<file path="config.mk">
export PLATFORM = sky130hd
export DESIGN_NAME = aes_round_ctrl
export DESIGN_NICKNAME = d
export VERILOG_FILES = /design/src/rtl/aes_round_ctrl.sv
export SDC_FILE = /design/constraint.sdc
export NUM_CORES = 1
export LEC_CHECK = 0
export CAP_MARGIN = 15
export CORE_AREA = 2 2 39 41
export CTS_BUF_LIST = sky130_fd_sc_hd__clkbuf_8
export DETAILED_ROUTE_END_ITERATION = 10
export DIE_AREA = 0 0 41 43
export GPL_TIMING_DRIVEN = 0
export PLACE_DENSITY = 0.61
export SLEW_MARGIN = 20
export SYNTH_ARGS = -nofsm -noshare
export SYNTH_HDL_FRONTEND = slang
export SYNTH_SLANG_ARGS = --single-unit
</file>
<file path="constraint.sdc">
create_clock -name clk -period 1.1 [get_ports clk]
set_input_delay 0.22 -clock clk [delete_from_list [all_inputs] [get_ports clk]]
set_output_delay 0.22 -clock clk [all_outputs]
set_load 0.05 [all_outputs]
</file>
<file path="src/rtl/aes_round_ctrl.sv">
// AES round-sequencing controller: steps an external round counter and decodes
// per-cycle round strobes plus the start/result valid-ready handshakes.
module aes_round_ctrl #(
  parameter int NR       = 10,
  parameter int CNT_SIZE = 4
) (
  input  logic                clk,
  input  logic                rst_n,
  input  logic                i_start_valid,
  output logic                o_start_ready,
  output logic                o_cnt_en,
  input  logic [CNT_SIZE-1:0] i_round,
  input  logic                i_cnt_flag,
  output logic [CNT_SIZE-1:0] o_key_idx,
  output logic                o_load,
  output logic                o_round_en,
  output logic                o_final_round,
  output logic                o_out_valid,
  input  logic                i_out_ready,
  output logic                o_busy,
  output logic                o_err
);

  localparam logic [2:0] IDLE  = 3'd0;
  localparam logic [2:0] INIT  = 3'd1;
  localparam logic [2:0] ROUND = 3'd2;
  localparam logic [2:0] FINAL = 3'd3;
  localparam logic [2:0] DONE  = 3'd4;

  localparam logic [CNT_SIZE-1:0] LAST_MID_ROUND = CNT_SIZE'(NR - 1);
  localparam logic [CNT_SIZE-1:0] LAST_ROUND     = CNT_SIZE'(NR);

  logic [2:0] state;
  logic [2:0] state_nxt;
  logic       start_hs;
  logic       err_nxt;

  // A new block is only taken when the counter sits at zero, or straight out
  // of DONE when the sink is draining the previous result in the same cycle.
  always_comb begin
    o_start_ready = 1'b0;
    case (state)
      IDLE:    o_start_ready = (i_round == '0);
      DONE:    o_start_ready = i_out_ready;
      default: o_start_ready = 1'b0;
    endcase
  end

  assign start_hs = i_start_valid & o_start_ready;

  always_comb begin
    state_nxt = state;
    case (state)
      IDLE:  if (start_hs) state_nxt = INIT;
      INIT:  state_nxt = ROUND;
      ROUND: if (i_round == LAST_MID_ROUND) state_nxt = FINAL;
      FINAL: state_nxt = DONE;
      DONE: begin
        if (i_out_ready) state_nxt = i_start_valid ? INIT : IDLE;
      end
      default: state_nxt = IDLE;
    endcase
  end

  // The final round must coincide with the counter reporting NR; anything else
  // means the counter and controller have drifted, which is latched until reset.
  assign err_nxt = o_err |
                   ((state == FINAL) & (~i_cnt_flag | (i_round != LAST_ROUND)));

  always_ff @(posedge clk or negedge rst_n) begin
    if (!rst_n) begin
      state <= IDLE;
      o_err <= 1'b0;
    end else begin
      state <= state_nxt;
      o_err <= err_nxt;
    end
  end

  assign o_key_idx     = i_round;
  assign o_load        = (state == INIT);
  assign o_round_en    = (state == ROUND);
  assign o_final_round = (state == FINAL);
  assign o_out_valid   = (state == DONE);
  assign o_cnt_en      = (state == INIT) | (state == ROUND) | (state == FINAL);
  assign o_busy        = (state != IDLE);

endmodule

</file>
======== After elaboration in Yosys (flattened, before gate mapping) ========
Cells that the tools add are included.
cells by class
  equal/unequal tests ..................... 9
  muxes and demuxes ....................... 6
  bitwise logic cells ..................... 7
  reductions and logical operators ........ 4
operators with widths
  cell                                                                     count
  3-bit one-hot mux with 5 select lines                                    1
  3-bit 2-to-1 mux                                                         3
  3-bit by 2-bit equality test with 1-bit output, second input constant    2
  4-bit equality test, second input constant                               1
  4-bit zero test                                                          1
  2-bit by 1-bit inequality test with 1-bit output, second input constant  2
  4-bit inequality test, second input constant                             1
  1-bit bitwise OR                                                         4
  3-bit by 1-bit equality test with 1-bit output, second input constant    1
  3-bit equality test, second input constant                               1
  3-bit zero test                                                          1
  3-bit AND reduction                                                      1
  3-bit nonzero test                                                       1
  1-bit AND                                                                2
  2-bit inequality test, second input constant                             1
  1-bit one-hot mux with 2 select lines                                    1
  1-bit 2-to-1 mux                                                         1
  1-bit inverter                                                           1
word-level totals
  logic and storage cells ................. 28
  register bits after elaboration ......... 4
  output and inout port bits .............. 12
  input bits .............................. 9

======== Depth between registers and ports, before layout ========
Gate-level depths: netlist of the first run.
  depth in word-level cells ............... 5
  depth in mapped cells ................... 4

======== Worst setup path before layout of the first run ========
Ideal clock, no wire load.
  path type ............................... reg2out
  start point ............................. register state[2]
  end point ............................... output o_start_ready
  path buffers ............................ 1
  data arrival time ....................... 1.241 ns
  required time ........................... 0.880 ns
  stages on the path, launching flop included .. 4
  path slack .............................. -0.361 ns
  cell sequence ........................... dfrtp_1 buf_2 mux2i_1 nor3_2
between the ends
  longest elaborated chain between the ends .. 2
ends and longest elaborated chain
  what                                                    RTL line  source
  from (decl)                                             33        logic [2:0] state;
  from (signal assigned)                                  75        state <= state_nxt;
  3-bit equality test or 3-bit zero test (tied branches)  42        case (state)
  1-bit one-hot mux with 2 select lines *                 42
  to (decl)                                               10        output logic o_start_ready,
Mark *: on every way between the ends. The rest lies on a longest branch, timed or not.

======== Worst setup path after layout of the first run ========
  start point ............................. register state[1]
  end point ............................... output o_busy
between the ends
  longest elaborated chain between the ends .. 1
ends and longest elaborated chain
  what                RTL line  source
  3-bit nonzero test  86        assign o_busy = (state != IDLE);
  to (decl)           20        output logic o_busy,
No other way between the ends.

==> impl_results.md, run 1 <==
* Synth warn at 0
* First-pass GRT wire length at 1.469 mm
* Detail-routed via count per cell at 4.346
* Violated checks: setup timing
* Area contributors post-synth: dfrtp_1 (33%), buf_4 (10%), nor3b_2 (8.3%)
* Number of cells on the critical path at 2
* Worst EP required at 880 ps
* Fin crit period at 1461 ps
* Worst hold slack at 202.2 ps
* Area grow syn2layout at 124.1%
* Post-synthesis register bit count at 4
* R2R cell count at 3
* Rows at 14
* Remaining antenna violation count at 0
* Final core utilization at 0.4882
* Fill cells at 143
* Via count at 339
* WL/cell at 10.88 um
* Diode count at 0
* H-tree levels at 1
* Setup Crit Path Kind: register to output port
* CP max stage cell: dfrtp_2
* Psw at 569.7 uW
* Final TNS setup at -1994 ps
* CTS tree: done
* Initial Util at 0.2179
* DRT Pass-1 Iters at 2
* DRC at 0
* # setup viols final at 7
* Total CTS buffers at 3
* Post-synthesis cell count at 31
* Outcome: finished, violations left
* Critical path capture point type: output port
* Die width at 41 um
* Total gr overflow at 0
* Final worst path period share at 1.328
* Syn Area/Cell at 9.727 um2
* Fmax at 684.5 MHz
* Reg2reg end: state[1]
* Yosys top cell area share at 0.3320
* Layout Nets at 72
* PD cells at 1962 nW/um2
* Initial antenna violation count at 0
* Distinct cell type count after synthesis at 20
* P_int at 756.1 uW
* # clock sinks at 4
* Crit path largest cell delay at 460 ps
* Final hold vios at 0
* Skew final at 3.315 ps
* Pin count of the biggest net entering global routing at 10
* Slew HR at 0.8167
* Slew Viols, Final at 0
* Vias in the first global route at 350
* Crit path arrival time at 1240 ps
* Syn_nets at 40
* RSZ-0062 raised after global routing: true
* Clock root buffer: clkbuf_8
* Area of the multi-input gates at 200.2 um2
* Worst-path fanout max at 6
* CTS Buffer Depth at 2
* Dpl ws at -1256 ps
* LEAKAGE at 0.2895 nW
* Clock Power Share at 0.240
* Crit Reg-Reg Startpoint: state[1]
* Least-Margin Pin Slew at 267.3 ps
* Die H at 43 um
* Die area at 1763 um2
* Worst R2R Setup Slack at 0 ps
* Worst-Skew Late Latency at 220 ps
* Min-delay worst type: input port to async pin
* Total GRT Usage at 0.1322
* Share of cells above drive strength 1 at 0.6613
* IR drop worst, VDD at 1118 uV
* PortBufs at 20
* Cell Area, Synth at 301.5 um2
* Detailed Route WL at 849 um
* Crit path max-delay family: flip-flops
* Comb pwr share at 0.587
* Final worst slack at -360.8 ps
* Clock transition at the registers of the reported paths at 30 ps
* Layout Cells excl Fill at 78
* Sw frac at 0.4297
* Top cell type by total area after synthesis: dfrtp_1
* Crit path launch: state[1]
* Flop pwr share at 0.173
* Startpoint types: register
* Seq/Total Area, Yosys at 0.3320
* Critical Path End: o_busy
* Commonest non-fill, non-tap cells in the layout: buf_4 (13), buf_6 (6), clkdlybuf4s50_1 (4)
* Most common cell after layout, fill and taps aside: buf_4
* Starting DRC count in detailed routing at 1
* I/O pin count at 21
* Storage cell area at 102.6 um2
* Hpwl dp at 607.7 um
* CP bufs+invs at 1
* Cts hold-fix bufs at 0
* Max-cap violation count at 0
* GPL Wtd Cong at 0.7110
* Placed cells at 67
* Core area at 1384 um2
* Crit path cell chain: or3_1, buf_6
[cells in the mapped netlist]
| cell | count |
|---|---|
| nor3b_2 | 2 |
| o21ai_0 | 1 |
| nand3b_1 | 1 |
| inv_1 | 2 |
| nor2_1 | 2 |
| nor3_2 | 1 |
| or3_1 | 1 |
| nor4b_1 | 1 |
| mux2i_1 | 1 |
| nand4b_1 | 1 |
| and4bb_2 | 1 |
| nand4_1 | 1 |
| nand3_1 | 1 |
| nor4_4 | 1 |
| buf_2 | 1 |
| buf_4 | 4 |
| nand2_1 | 3 |
| dfrtp_1 | 4 |
| o21bai_1 | 1 |
| or2_1 | 1 |
[repair_timing]
action	4_1_cts	5_1_grt
setup buffers	4	3
gates resized for setup	89	3
pin swaps	4	2
endpoints found under the setup margin	14	9
[power groups by stage]
stage               Combinational, mW  Clock [mW]  Sequential (mW)
floorplan                       0.421           0            0.225
global placement                0.612           0            0.233
detailed placement              0.614           0            0.233
CTS                             0.735       0.324            0.230
global route                    0.822       0.342            0.237
finish                          0.779       0.318            0.229
[state kept, by name (all words and copies together) (netlist names)]
signal / count
o_err: 1
state: 3
[per-layer routing]
layer / up-vias / GRT usage / wire length (um)
met4: 0 / 0.1200 / 0
met2: 14 / 0.1813 / 453
li1: 168 / - / -
met5: - / 0 / 0
met1: 157 / 0.1601 / 346
met3: 0 / 0.03141 / 49
[cell families (layout without fill, tap and decap cells)]
| family | Yosys count | after routing | synth area share |
|---|---|---|---|
| multiplexers | 1 | 1 | 0.03320 |
| flip-flops | 4 | 4 | 0.3320 |
| AND/OR/NAND/NOR | 17 | 17 | 0.4523 |
| AO/OA/AOI/OAI | 2 | 2 | 0.04149 |
| buffers and inverters | 7 | 38 | 0.1411 |
[worst min path at each step]
stage | startpoint | depth (start not counted) | endpoint
2_1_floorplan | rst_n | 0 | o_err
5_1_grt | rst_n | 1 | state[0]
4_1_cts | rst_n | 1 | state[0]
3_3_place_gp | rst_n | 1 | state[2]
6_report | rst_n | 1 | state[0]
3_5_place_dp | rst_n | 1 | state[2]
[layout make-up]
class / instances / share of cell area
plain buffers: 5 / 0.06111
clock buffers: 3 / 0.06111
clock inverters: 1 / 0.005556
inverters: 2 / 0.02222
multi-input cells: 20 / 0.2963
flip-flops and latches: 4 / 0.1519
well taps: 16 / 0.02963
repair buffers: 27 / 0.3722
[per-stage QoR]
| step | power (mW) | area [um2] |
|---|---|---|
| 2_1_floorplan | 0.6467 | 341.6 |
| 3_3_place_gp | 0.8453 | 561.8 |
| 3_5_place_dp | 0.8468 | 561.8 |
| 4_1_cts | 1.290 | 641.9 |
| 5_1_grt | 1.401 | 675.6 |
| 6_report | 1.326 | 675.6 |
No activity file was read; power rests on OpenSTA's default activity.
==> run 2: changes to the inputs <==
Settings changed: PLACE_DENSITY 0.61 to 0.6.
==> run 2 against run 1 <==
Compared with the run above: sequential power about the same; critical path depth is 1 higher; the flow still finishes with violations (setup timing); count of clock-buffer cells in the layout did not move.
==> impl_results.md, run 2 (synthesis gave the netlist of run 1 again) <==
* Final worst path period share at 1.337
* Outcome: finished, violations left
* Final hold vios at 0
* Starting DRC count in detailed routing at 1
* Initial Util at 0.2179
* Largest reg by FF count: state
* Worst-path fanout max at 6
* Clock Power Share at 0.231
* Slew Viols, Final at 0
* RSZ-0062 raised after global routing: true
* Startpoint types: register
* Die area at 1763 um2
* Total GRT Usage at 0.1110
* Final TNS setup at -2225 ps
* P_int at 791.7 uW
* I/O pin count at 21
* Final worst slack at -370.7 ps
* Tot Pwr at 1.366 mW
* Commonest non-fill, non-tap cells in the layout: buf_4 (11), buf_6 (6), clkdlybuf4s50_1 (4), buf_2 (4)
* Fill cells at 129
* Psw at 574.6 uW
* Cts hold-fix bufs at 0
* Worst EP required at 880 ps
* GPL Wtd Cong at 0.6841
* Core area at 1384 um2
* Violated checks: setup timing
* Layout Nets at 72
* GR met3 Demand/Resource at 0.01571
* Vias in the first global route at 316
* Flop pwr share at 0.168
* Comb pwr share at 0.600
* Global routing's busiest layer: met2
* Clock transition at the registers of the reported paths at 30 ps
* Die width at 41 um
* IR drop worst, VDD at 1028 uV
* DRC at 0
* Fmax at 680.0 MHz
* GRT met2 Usage at 0.1438
* Least-Margin Pin Slew at 253.7 ps
* H-tree levels at 1
* # clock sinks at 4
* Pin count of the biggest net entering global routing at 10
* Biggest regs: state (3), o_err (1)
* M1 GR Usage at 0.1405
* WL/cell at 10.24 um
* PortBufs at 20
* Detail-routed via count per cell at 4.333
* Die H at 43 um
* Setup Crit Path Kind: register to output port
* Fin crit period at 1471 ps
* Remaining antenna violation count at 0
* Slew HR at 0.8260
* Total gr overflow at 0
* Layout Cells excl Fill at 78
* First-pass GRT wire length at 1.255 mm
* Min-delay worst type: input port to async pin
* Rows at 14
* Total CTS buffers at 3
* Initial antenna violation count at 0
* Critical path capture point type: output port
* Share of cells above drive strength 1 at 0.7258
* Clock root buffer: clkbuf_8
* Via count at 338
* Worst-Skew Late Latency at 220 ps
* Crit path arrival time at 1250 ps
* LEAKAGE at 0.3024 nW
* CTS Buffer Depth at 2
* Area grow syn2layout at 134.9%
* Sw frac at 0.4205
* # setup viols final at 9
* Worst R2R Setup Slack at -10 ps
* R2R cell count at 6
* Max reg flops at 3
* Max-cap violation count at 0
* CTS tree: done
* Most common cell after layout, fill and taps aside: buf_4
* Skew final at 3.133 ps
* PD cells at 1929 nW/um2
* Placed cells at 67
* Detailed Route WL at 799 um
* Diode count at 0
* DRT Pass-1 Iters at 2
[run 2: cell count changes in the layout (fill, tap and decap cells not counted), sizes merged]
cell and delta:
buf +1, clkdlybuf4s15 -1
[run 2: worst paths after layout]
kind,from,endpoint
setup / recovery,state[2],o_busy
hold / removal,rst_n,state[0]
setup reg to reg,state[2],state[0]
hold reg to reg,o_err,o_err
max in group asynchronous,rst_n,state[1]
min in group clk,i_round[3],state[0]
[run 2: stage by stage]
stage	util	setup WS [ps]	area (um2)	hold WS (ps)
after floorplan	-	-175.4	341.6	-75.59
after global placement	0.4060	-1233	561.8	436.5
after detailed placement	0.4060	-1233	561.8	434.8
after CTS	0.4629	-362.6	640.6	207.0
after global routing	0.5118	-395.2	708.2	209.4
final	0.5118	-370.7	708.2	202.3
[run 2: layout make-up]
cell class,count,area (um2),area share
inverters,2,15.01,0.02120
clock buffers,3,41.29,0.05830
multi-input cells,20,219.0,0.3092
plain buffers,5,41.29,0.05830
clock inverters,1,3.754,0.005300
flip-flops and latches,4,102.6,0.1449
well taps,16,20.02,0.02827
repair buffers,27,265.3,0.3746
[run 2: power groups by stage]
stage | sequential [mW] | clock [mW] | combinational, mW
after floorplan | 0.225 | 0 | 0.421
after global placement | 0.233 | 0 | 0.612
after detailed placement | 0.234 | 0 | 0.613
after CTS | 0.228 | 0.323 | 0.733
after global routing | 0.237 | 0.344 | 0.860
final | 0.230 | 0.316 | 0.820
[run 2: metal layers]
metal,part of all wire,vias up
met5,0,-
met4,0.028,0
met3,0.065,3
met2,0.55,16
met1,0.36,147
li1,-,172
[run 2: worst max-delay path, stage by stage, from the launching register on]
cell	delay, ps
dfrtp_1	360
buf_6	130
or3_4	380
buf_8	160
[run 2: what timing repair did]
action,CTS,global route
cloned,0,0
pin swaps,4,3
gates resized for setup,88,11
endpoints found under the setup margin,13,9
setup buffers,4,3
